**src/rtl/bip_data_mem_arbiter.sv**
```systemverilog
// bip_data_mem_arbiter: shares the single-port, synchronous-read BIP data
// memory between the CPU datapath (port A) and the debug/UART dump unit
// (port B). At most one access is issued per cycle, and read data is routed
// back to the port that issued the read.
// Optional build macro ARB_ROUND_ROBIN_EN:
//   defined   -> ties alternate between the two ports (1-bit last_gnt).
//   undefined -> CPU has fixed priority; a MAX_WAIT counter forces a debug
//                grant after a run of denied debug requests.
module bip_data_mem_arbiter #(
  parameter int NB_DATA    = 16,
  parameter int NB_OPERAND = 11,
  parameter int MAX_WAIT   = 4
) (
  input  logic                  i_clock,
  input  logic                  i_reset,
  input  logic                  i_cpu_req,
  input  logic                  i_cpu_we,
  input  logic [NB_OPERAND-1:0] i_cpu_addr,
  input  logic [NB_DATA-1:0]    i_cpu_wdata,
  output logic                  out_cpu_gnt,
  output logic [NB_DATA-1:0]    out_cpu_rdata,
  output logic                  out_cpu_rvalid,
  input  logic                  i_dbg_req,
  input  logic                  i_dbg_we,
  input  logic [NB_OPERAND-1:0] i_dbg_addr,
  input  logic [NB_DATA-1:0]    i_dbg_wdata,
  output logic                  out_dbg_gnt,
  output logic [NB_DATA-1:0]    out_dbg_rdata,
  output logic                  out_dbg_rvalid,
  output logic                  out_mem_en,
  output logic                  out_mem_we,
  output logic [NB_OPERAND-1:0] out_mem_addr,
  output logic [NB_DATA-1:0]    out_mem_wdata,
  input  logic [NB_DATA-1:0]    i_mem_rdata
);

  typedef enum logic [1:0] {
    OWN_NONE = 2'd0,
    OWN_CPU  = 2'd1,
    OWN_DBG  = 2'd2
  } owner_e;

  owner_e rd_owner_q;
  owner_e rd_owner_d;
  logic   cpu_gnt;
  logic   dbg_gnt;

`ifdef ARB_ROUND_ROBIN_EN
  // last_gnt: 1 = debug was granted last, 0 = CPU was granted last.
  logic last_gnt_q;
  logic last_gnt_d;

  // Arbitration: a sole requester wins; on a tie the port not granted last wins.
  // Grants are suppressed while reset is asserted so every output is quiet.
  always_comb begin
    cpu_gnt    = 1'b0;
    dbg_gnt    = 1'b0;
    last_gnt_d = last_gnt_q;
    if (!i_reset) begin
      if (i_cpu_req && i_dbg_req) begin
        if (last_gnt_q) begin
          cpu_gnt = 1'b1;
        end else begin
          dbg_gnt = 1'b1;
        end
      end else if (i_cpu_req) begin
        cpu_gnt = 1'b1;
      end else if (i_dbg_req) begin
        dbg_gnt = 1'b1;
      end
    end
    if (cpu_gnt) begin
      last_gnt_d = 1'b0;
    end else if (dbg_gnt) begin
      last_gnt_d = 1'b1;
    end
  end

  // Round-robin history register; resets to "debug last" so the CPU wins the first tie.
  always_ff @(posedge i_clock or posedge i_reset) begin
    if (i_reset) begin
      last_gnt_q <= 1'b1;
    end else begin
      last_gnt_q <= last_gnt_d;
    end
  end
`else
  localparam int                 NB_WAIT    = 4;
  localparam logic [NB_WAIT-1:0] MAX_WAIT_C = NB_WAIT'(MAX_WAIT);

  logic [NB_WAIT-1:0] wait_cnt_q;
  logic [NB_WAIT-1:0] wait_cnt_d;

  // Arbitration: a starved debug request beats the CPU, otherwise the CPU has priority.
  // Grants are suppressed while reset is asserted so every output is quiet.
  always_comb begin
    cpu_gnt    = 1'b0;
    dbg_gnt    = 1'b0;
    wait_cnt_d = wait_cnt_q;
    if (!i_reset) begin
      if (i_dbg_req && (wait_cnt_q == MAX_WAIT_C)) begin
        dbg_gnt = 1'b1;
      end else if (i_cpu_req) begin
        cpu_gnt = 1'b1;
      end else if (i_dbg_req) begin
        dbg_gnt = 1'b1;
      end
    end
    if (dbg_gnt || !i_dbg_req) begin
      wait_cnt_d = '0;
    end else if (wait_cnt_q != MAX_WAIT_C) begin
      wait_cnt_d = wait_cnt_q + 1'b1;
    end
  end

  // Count of consecutive denied debug-request cycles.
  always_ff @(posedge i_clock or posedge i_reset) begin
    if (i_reset) begin
      wait_cnt_q <= '0;
    end else begin
      wait_cnt_q <= wait_cnt_d;
    end
  end
`endif

  // Memory command mux: the granted port's command, all zeros when idle.
  always_comb begin
    out_mem_en    = 1'b0;
    out_mem_we    = 1'b0;
    out_mem_addr  = '0;
    out_mem_wdata = '0;
    if (cpu_gnt) begin
      out_mem_en    = 1'b1;
      out_mem_we    = i_cpu_we;
      out_mem_addr  = i_cpu_addr;
      out_mem_wdata = i_cpu_wdata;
    end else if (dbg_gnt) begin
      out_mem_en    = 1'b1;
      out_mem_we    = i_dbg_we;
      out_mem_addr  = i_dbg_addr;
      out_mem_wdata = i_dbg_wdata;
    end
  end

  // Read-owner next state: a granted read claims the next cycle's read data.
  always_comb begin
    rd_owner_d = OWN_NONE;
    if (cpu_gnt && !i_cpu_we) begin
      rd_owner_d = OWN_CPU;
    end else if (dbg_gnt && !i_dbg_we) begin
      rd_owner_d = OWN_DBG;
    end
  end

  // Read-owner state register; reset drops any read in flight.
  always_ff @(posedge i_clock or posedge i_reset) begin
    if (i_reset) begin
      rd_owner_q <= OWN_NONE;
    end else begin
      rd_owner_q <= rd_owner_d;
    end
  end

  // Output steering: grants straight from arbitration, read data only to its owner.
  always_comb begin
    out_cpu_gnt    = cpu_gnt;
    out_dbg_gnt    = dbg_gnt;
    out_cpu_rvalid = (rd_owner_q == OWN_CPU);
    out_dbg_rvalid = (rd_owner_q == OWN_DBG);
    out_cpu_rdata  = (rd_owner_q == OWN_CPU) ? i_mem_rdata : '0;
    out_dbg_rdata  = (rd_owner_q == OWN_DBG) ? i_mem_rdata : '0;
  end

endmodule

```
**config.mk**
```make
export PLATFORM = sky130hd
export DESIGN_NAME = bip_data_mem_arbiter
export DESIGN_NICKNAME = d
export VERILOG_FILES = /design/src/rtl/bip_data_mem_arbiter.sv
export SDC_FILE = /design/constraint.sdc
export NUM_CORES = 1
export LEC_CHECK = 0
export ABC_CLOCK_PERIOD_IN_PS = 2350
export CORE_AREA = 4 4 52 54
export DETAILED_ROUTE_END_ITERATION = 8
export DIE_AREA = 0 0 56 58
export DONT_BUFFER_PORTS = 1
export SLEW_MARGIN = 20
export SYNTH_ARGS = -nofsm -noshare
export SYNTH_HDL_FRONTEND = slang
export SYNTH_SLANG_ARGS = --single-unit
```
**constraint.sdc**
```tcl
create_clock -name i_clock -period 2.35 [get_ports i_clock]
set_input_delay 0.47 -clock i_clock [delete_from_list [all_inputs] [get_ports i_clock]]
set_output_delay 0.47 -clock i_clock [all_outputs]
set_load 0.02 [all_outputs]
```
==> impl_metrics.json, run 1 <==
{
  "ios": 141,
  "skew_ps": 2.931,
  "drc_errors": 0,
  "slew_headroom_pct": 74.96,
  "timing.fmax_mhz": 432.2,
  "grt_pass1_vias": 855,
  "hold_viol": 0,
  "crit_start": "wait_cnt_q[0]",
  "synth_top_area_cell": "a22o_1",
  "synth_area_per_cell_um2": 8.350,
  "tritoncts": "built",
  "fin_crit_ps": 2314,
  "ant_nets": 0,
  "crit_cells": 7,
  "io_buffers": 0,
  "cts_buffers": 3,
  "regToRegEndpoint": "rd_owner_q[1]",
  "netlist_instances": 101,
  "setup_viol": 0,
  "num_antenna_cells": 0,
  "area_growth_pct": 21.51,
  "worstReg2RegStart": "wait_cnt_q[0]",
  "antenna_found_initial": 0,
  "dieHeight_um": 58,
  "worstSetupPathType": "reg2out",
  "cp-end-kind": "primary output",
  "grt_pass1_wl_um": 4360,
  "clockBufferDepth": 2,
  "synth_ff_type": "dfrtp_1",
  "path_delay_family": "compound AO/OA/AOI/OAI gates",
  "worst_pin_slew_ps": 374.2,
  "vdd_drop_max_mv": 0.2409,
  "leakage_nw": 0.4662,
  "drv_slew": 0,
  "cpMaxStageDelayCell": "dfrtp_1",
  "synthDistinctLibCells": 24,
  "synth-seq-area-share_pct": 17.80,
  "fin_cells": 136,
  "row_count": 17,
  "dp_hpwl_um": 2811,
  "ys_seq_elements": 6,
  "post-route-util_pct": 46.32,
  "via_per_inst": 6.471,
  "grt_max_degree": 25,
  "status": "finished, final reports clean",
  "cts_sinks": 6,
  "crit_top_cell": "buf_6",
  "core_area_um2": 2212,
  "firstDrtPassIters": 4,
  "synth_nets": 179,
  "routed_wl_um": 3337,
  "required_ps": 1880,
  "grt_overflow": 0,
  "rsz0062_at_grt": "true",
  "cts.htree.levels": 1,
  "start_kind": "register",
  "total_power_mw": 0.3983,
  "netlist_area_um2": 843.3,
  "crit_path_max_fanout": 7,
  "path_buf_inv": 3,
  "synth-async-reset-ratio_pct": 100.0,
  "ys_top_cells_by_count": "and2_1, a22o_1, dfrtp_1",
  "drive_gt1_share_pct": 40.74,
  "yosysMostFrequentCell": "and2_1",
  "drt-initial-drc-count": 34,
  "max_stage_delay_ps": 410,
  "synth_top_area_share_pct": 28.04,
  "fp.dieW_um": 56,
  "crit_path_end": "out_mem_wdata[7]",
  "grt_use_total_pct": 17.01,
  "cap_viol_max_count": 0,
  "nNetsFinal": 188,
  "synth.top_cells.by_area": "a22o_1, and2_1, dfrtp_1",
  "clkLatencyLatePin_ps": 250,
  "synth_edf_count": 0,
  "path_clk_slew_ps": 50,
  "synth-warning-count": 0,
  "p_per_area_nw_per_um2": 388.7,
  "worstPathArrival_ps": 1840,
  "crit_chain": "inv_2 -> ha_4 -> nand3b_4 -> a211oi_4 -> buf_6 -> a22o_1 -> buf_6",
  "vias": 880,
  "reg2regPathDepth": 6,
  "die_area_um2": 3248,
  "placed_cells": 130,
  "fin_crit_sh_pct": 98.47,
  "start_util_pct": 38.12,
  "ctsRootBufferMaster": "clkbuf_4",
  "worstHoldPathType": "in2async",
  "post_drt_wl_per_cell_um": 24.54,
  "gp_congestion": 0.7883,
  "fill_cells": 201,
  "rrSetupSlack_ps": 880
}
sequential cells by signal, indices dropped and copies added (netlist names):
| name | cells |
|---|---|
| rd_owner_q | 2 |
| wait_cnt_q | 4 |
power breakdown:
part	total (mW)	switching (mW)	internal [mW]
combinational	0.184	0.116	0.0680
sequential	0.113	0.00458	0.108
clock	0.101	0.0432	0.0582
how the worst min path moves through the flow:
stage                               end  slack [ps]  depth (start not counted)
after floorplan           rd_owner_q[0]         280                          1
after global placement    wait_cnt_q[0]         350                          2
after detailed placement  wait_cnt_q[1]         360                          2
after CTS                 wait_cnt_q[1]         120                          2
after global routing      wait_cnt_q[2]         140                          2
final                     rd_owner_q[0]         120                          2
area by class of cell:
type,count,area [um2],share of cell area [%]
Multi-Input combinational cell,83,689.4,67.28
Sequential cell,6,150.1,14.65
Timing Repair Buffer,12,112.6,10.99
Tap cell,28,35.03,3.419
Clock buffer,3,22.52,2.198
Inverter,4,15.01,1.465
timing repair:
| item | CTS | global route |
|---|---|---|
| hold buffers | 0 | 0 |
| pin swaps | 1 | 3 |
| gates resized for setup | 22 | 11 |
| endpoints found under the setup margin | 27 | 27 |
| buffers inserted | 0 | 3 |
cell families after synthesis:
family | count (synthesis) | share of synthesized area, %
compound gates | 35 | 36.05
mux | 1 | 1.780
flops | 6 | 17.80
fa+ha+maj | 2 | 2.967
simple gates | 44 | 33.38
xor+xnor | 1 | 1.039
buf+inv | 12 | 6.973
layout by cell type, fill, tap and decap left out:
cell type | Yosys | final
a211oi_4 | 0 | 1
a22o_1 | 27 | 5
a22o_2 | 0 | 22
a311oi_1 | 1 | 1
and2_1 | 32 | 32
buf_4 | 0 | 7
buf_6 | 1 | 4
buf_8 | 0 | 1
clkbuf_4 | 0 | 3
dfrtp_1 | 6 | 6
ha_1 | 2 | 1
ha_4 | 0 | 1
inv_1 | 4 | 2
inv_2 | 0 | 2
mux2_4 | 1 | 1
nand2b_1 | 1 | 1
nand3_1 | 2 | 2
nand3b_4 | 1 | 1
nor2_1 | 2 | 2
nor2b_1 | 4 | 4
nor3_1 | 1 | 1
nor3b_1 | 1 | 1
o2111ai_1 | 1 | 1
o211a_4 | 0 | 1
o21ai_0 | 2 | 2
o32ai_1 | 1 | 1
o41ai_1 | 1 | 1
xor2_1 | 1 | 1
per-layer routing:
metal | global-route usage (%) | part of all wire, % | routed length, um | vias to the layer above
met4 | 6.102 | 1.3 | 42 | 0
met3 | 6.236 | 13 | 425 | 5
met2 | 31.22 | 53 | 1752 | 82
met5 | 0 | 0 | 0 | -
li1 | - | - | - | 384
met1 | 17.84 | 33 | 1117 | 409
per-stage QoR:
step / area [um2] / setup WS, ps / setup TNS [ps] / hold WS, ps
after CTS: 973.4 / 2.459 / 0 / 122.9
after floorplan: 843.3 / 333.1 / 0 / 277.9
final: 1025 / 36.06 / 0 / 120.9
after global routing: 1025 / -14.56 / -44.81 / 135.7
after global placement: 909.6 / 207.7 / 0 / 347.8
after detailed placement: 909.6 / 130.1 / 0 / 357.5
Power figures use the tool's default switching activity.
==> run 2: changes to the inputs <==
--- a/config.mk
+++ b/config.mk
@@ -6,9 +6,9 @@
 export NUM_CORES = 1
 export LEC_CHECK = 0
 export ABC_CLOCK_PERIOD_IN_PS = 2350
-export CORE_AREA = 4 4 52 54
+export CORE_MARGIN = 4
+export CORE_UTILIZATION = 37
 export DETAILED_ROUTE_END_ITERATION = 8
-export DIE_AREA = 0 0 56 58
 export DONT_BUFFER_PORTS = 1
 export SLEW_MARGIN = 20
 export SYNTH_ARGS = -nofsm -noshare
==> run 2 against run 1 <==
  * Flip-flop and latch count is the same
  * First-iteration DRC count grew 15%
  * Largest cell class unchanged
  * Sequential power is essentially flat
  * Critical endpoint is now out_mem_wdata[5]
  * Clock-buffer cell count is the same
  * Power shrank 0.92%
  * Fmax grew 0.40%
==> impl_metrics.json, run 2 (synthesis gave the netlist of run 1 again) <==
{
  "crit_path_max_fanout": 9,
  "use_met1_pct": 17.09,
  "worstPathArrival_ps": 1830,
  "ios": 141,
  "drv_slew": 0,
  "cap_viol_max_count": 0,
  "tritoncts": "built",
  "antenna_found_initial": 0,
  "path_buf_inv": 4,
  "max_stage_delay_ps": 430,
  "p_per_area_nw_per_um2": 373.3,
  "firstDrtPassIters": 4,
  "start_kind": "register",
  "worst_pin_slew_ps": 377.9,
  "gp_congestion": 0.8064,
  "vdd_drop_max_mv": 0.1612,
  "ctsRootBufferMaster": "clkbuf_4",
  "post_drt_wl_per_cell_um": 23.44,
  "io_buffers": 0,
  "timing.fmax_mhz": 433.9,
  "fin_crit_sh_pct": 98.07,
  "crit_chain": "inv_2 -> ha_4 -> nand3b_4 -> a211oi_4 -> buf_4 -> buf_12 -> a22o_1 -> buf_6",
  "path_clk_slew_ps": 50,
  "grt_overflow": 0,
  "met2_usage_pct": 34.12,
  "grt_use_total_pct": 17.59,
  "via_per_inst": 6.635,
  "dp_hpwl_um": 2564,
  "drive_gt1_share_pct": 37.61,
  "ant_nets": 0,
  "clkLatencyLatePin_ps": 250,
  "area_growth_pct": 25.37,
  "placed_cells": 127,
  "drt-initial-drc-count": 39,
  "cts_sinks": 6,
  "busiest_layer": "met2",
  "worst_slack_ps": 45.37,
  "worstHoldPathType": "in2async",
  "num_antenna_cells": 0,
  "row_count": 17,
  "fp.dieW_um": 55.74,
  "routed_wl_um": 3211,
  "cpMaxStageDelayCell": "dfrtp_1",
  "nNetsFinal": 189,
  "final_common_cell": "and2_1",
  "rrSetupSlack_ps": 800,
  "setup_viol": 0,
  "grt_max_degree": 31,
  "layout.cells.most_common_list": "and2_1, a22o_2, a22o_1",
  "place_ws_ps": 219.6,
  "path_delay_family": "buffers and inverters",
  "grt_util_met3_pct": 2.088,
  "worstSetupPathType": "reg2out",
  "dieHeight_um": 55.74,
  "clockBufferDepth": 2,
  "drc_errors": 0,
  "start_util_pct": 38.49,
  "fin_crit_ps": 2305,
  "hold_viol": 0,
  "post-route-util_pct": 48.26,
  "core_area_um2": 2191,
  "ctsHoldBuffers": 0,
  "grt_pass1_wl_um": 4271,
  "cp-end-kind": "primary output",
  "required_ps": 1880,
  "rsz0062_at_grt": "true",
  "status": "finished, final reports clean",
  "cts.htree.levels": 1,
  "skew_ps": 10.12,
  "leakage_nw": 0.4848,
  "grt_pass1_vias": 865,
  "vias": 909,
  "reg_top3": "wait_cnt_q: 4 flops, rd_owner_q: 2 flops",
  "slew_headroom_pct": 74.71,
  "top_register": "wait_cnt_q",
  "die_area_um2": 3107,
  "cts_buffers": 3,
  "total_power_mw": 0.3947,
  "fin_cells": 137,
  "largest_register_ffs": 4
}
-- run 2: changes by cell type in the layout (fill, tap and decap cells not counted), sizes merged --
cell,previous run,this run
buf,12,11
clkbuf,3,5
-- run 2: per-layer routing --
metal	share of wire, %	wire (um)	up-vias
li1	-	-	387
met1	29	929	430
met2	57	1839	82
met3	9.6	308	10
met4	4.1	133	0
met5	0	0	-
-- run 2: repair_timing --
item,in CTS,in global routing
buffers inserted,0,5
pin swaps,0,3
endpoints found under the setup margin,28,26
gates cloned,0,2
hold endpoints to repair,0,0
gates resized for setup,24,2
-- run 2: area by class of cell --
cell class                      instances  area [um2]
Clock buffer                            3       22.52
Multi-Input combinational cell         83       678.2
Inverter                                4       15.01
Tap cell                               28       35.03
Fill cell                             206        1134
Timing Repair Buffer                   13       156.4
Sequential cell                         6       150.1
-- run 2: power breakdown --
| group | total [mW] | switching [mW] | internal (mW) |
|---|---|---|---|
| clock network | 0.0983 | 0.0404 | 0.0580 |
| logic | 0.183 | 0.114 | 0.0686 |
| registers | 0.114 | 0.00530 | 0.108 |
| total | 0.395 | 0.160 | 0.235 |
-- run 2: final timing paths --
path | from | to | depth (start not counted)
setup / recovery | wait_cnt_q[0] | out_mem_wdata[5] | 8
hold / removal | i_reset | wait_cnt_q[0] | 1
setup reg to reg | wait_cnt_q[0] | rd_owner_q[1] | 7
hold reg to reg | wait_cnt_q[2] | wait_cnt_q[2] | 1
max in group asynchronous | i_reset | rd_owner_q[1] | 1
min in group i_clock | i_cpu_we | rd_owner_q[0] | 1
-- run 2: metrics by stage --
step	hold WS, ps	TNS (ps)	cell area (um2)
2_1_floorplan	277.9	0	843.3
4_1_cts	39.97	0	962.2
6_report	38.29	0	1057
3_5_place_dp	311.8	0	899.6
3_3_place_gp	309.9	0	899.6
5_1_grt	52.12	-34.18	1057
==> run 3: changes to the inputs <==
--- a/config.mk
+++ b/config.mk
@@ -10,6 +10,7 @@
 export CORE_UTILIZATION = 37
 export DETAILED_ROUTE_END_ITERATION = 8
 export DONT_BUFFER_PORTS = 1
+export SETUP_SLACK_MARGIN = 0.2
 export SLEW_MARGIN = 20
 export SYNTH_ARGS = -nofsm -noshare
 export SYNTH_HDL_FRONTEND = slang
==> run 3 against run 2 <==
  * Non-clock buffer count rose by 2
  * Clock power rose by 1%
  * Setup slack improved by 53 ps
  * Flip-flop and latch count did not move
  * Register-to-register slack got worse by 110 ps
  * Die area did not move
  * Sequential share of layout area fell by 1.4 points
==> impl_metrics.json, run 3 (synthesis gave the netlist of run 1 again) <==
{
  "drive_gt1_share_pct": 44.14,
  "grt_overflow": 0,
  "start_kind": "register",
  "io_buffers": 0,
  "path_buf_inv": 3,
  "wl_met2_um": 1972,
  "fin_crit_ps": 2252,
  "row_count": 17,
  "ctsHoldBuffers": 0,
  "vdd_drop_max_mv": 0.1608,
  "p_per_area_nw_per_um2": 354.9,
  "ant_nets": 0,
  "cp-end-kind": "primary output",
  "vias": 916,
  "path_clk_slew_ps": 50,
  "final_common_cell": "and2_1",
  "crit_path_max_fanout": 30,
  "ctsRootBufferMaster": "clkbuf_4",
  "ios": 141,
  "core_area_um2": 2191,
  "dp_hpwl_um": 2564,
  "worstHoldPathType": "in2async",
  "grt_pass1_vias": 901,
  "leakage_nw": 0.5569,
  "setup_viol": 0,
  "skew_ps": 11.82,
  "cts_buffers": 3,
  "num_antenna_cells": 0,
  "max_stage_delay_ps": 390,
  "rsz0062_at_grt": "true",
  "fp.dieW_um": 55.74,
  "via_per_inst": 6.590,
  "drt-initial-drc-count": 28,
  "top_register": "wait_cnt_q",
  "slew_headroom_pct": 74.71,
  "gp_congestion": 0.8064,
  "worstPathArrival_ps": 1780,
  "routed_wl_um": 3445,
  "cts.htree.levels": 1,
  "cpMaxStageDelayCell": "dfrtp_1",
  "clockBufferDepth": 2,
  "firstDrtPassIters": 4,
  "grt_use_total_pct": 19.41,
  "fin_crit_sh_pct": 95.81,
  "wl_met1_um": 1083,
  "top_layer": "met4",
  "required_ps": 1880,
  "timing.fmax_mhz": 444.1,
  "dieHeight_um": 55.74,
  "nNetsFinal": 191,
  "wl_met3_um": 286,
  "path_delay_family": "compound AO/OA/AOI/OAI gates",
  "fill_cells": 184,
  "largest_register_ffs": 4,
  "status": "finished, final reports clean",
  "area_growth_pct": 39.61,
  "die_area_um2": 3107,
  "cts_sinks": 6,
  "layout.cells.most_common_list": "and2_1, a22o_2, a22o_4",
  "grt_pass1_wl_um": 4712,
  "cap_viol_max_count": 0,
  "crit_chain": "inv_2 -> ha_4 -> nand3b_4 -> o211a_1 -> buf_12 -> a22o_1 -> buf_4",
  "worstSetupPathType": "reg2out",
  "antenna_found_initial": 0,
  "worst_pin_slew_ps": 377.9,
  "drc_errors": 0,
  "post-route-util_pct": 53.74,
  "drv_slew": 0,
  "start_util_pct": 38.49,
  "clkLatencyLatePin_ps": 250,
  "grt_max_degree": 31,
  "post_drt_wl_per_cell_um": 24.78,
  "hold_viol": 0,
  "tritoncts": "built",
  "reg_top3": "wait_cnt_q: 4 flops, rd_owner_q: 2 flops",
  "setup_tns_ps": 0
}
[run 3: changes by cell type in the layout (fill, tap and decap cells not counted), sizes merged]
cell	change
buf	+3
clkbuf	-1
[run 3: where the power goes]
group          total, mW  switching, mW  internal, mW
logic              0.207          0.122        0.0851
clock network     0.0995         0.0414        0.0581
registers          0.112        0.00357         0.108
total              0.418          0.167         0.251
[run 3: stage by stage]
stage	hold WS, ps	total power, mW	instance area (um2)	instances	setup slack, ps
finish	37.20	0.4179	1177	139	98.42
global placement	309.9	0.2710	899.6	127	274.8
floorplan	277.9	0.2505	843.3	101	333.1
detailed placement	311.8	0.2729	899.6	127	219.6
global route	53.20	0.4326	1177	139	41.59
CTS	39.97	0.4124	1127	135	87.78
[run 3: layout make-up]
type                    count  area [um2]  share of cell area (%)
clock buffers               3       22.52                   1.913
inverters                   4       15.01                   1.275
multi-input cells          83       775.7                   65.89
flip-flops and latches      6       150.1                   12.75
well taps                  28       35.03                   2.976
repair buffers             15       178.9                   15.20
[run 3: path summary, 6_finish.rpt]
| kind | from | endpoint | slack (ps) | cells after the start |
|---|---|---|---|---|
| setup / recovery | wait_cnt_q[1] | out_mem_wdata[5] | 100 | 7 |
| hold / removal | i_reset | wait_cnt_q[0] | 40 | 1 |
| setup reg to reg | wait_cnt_q[1] | rd_owner_q[1] | 690 | 8 |
| hold reg to reg | wait_cnt_q[2] | wait_cnt_q[2] | 580 | 1 |
| max in group asynchronous | i_reset | rd_owner_q[1] | 2080 | 1 |
| min in group i_clock | i_cpu_we | rd_owner_q[0] | 290 | 1 |
[run 3: layer usage]
layer	global-route usage (%)	up-vias
met1	19.33	443
met4	10.42	0
met2	38.34	76
met5	0	-
li1	-	391
met3	2.088	6
[run 3: timing repair]
| action | CTS | global route |
|---|---|---|
| gates resized for setup | 38 | 2 |
| setup buffers | 4 | 3 |
| pin swaps | 8 | 2 |
| gates cloned | 1 | 1 |
| setup endpoints to repair | 28 | 28 |
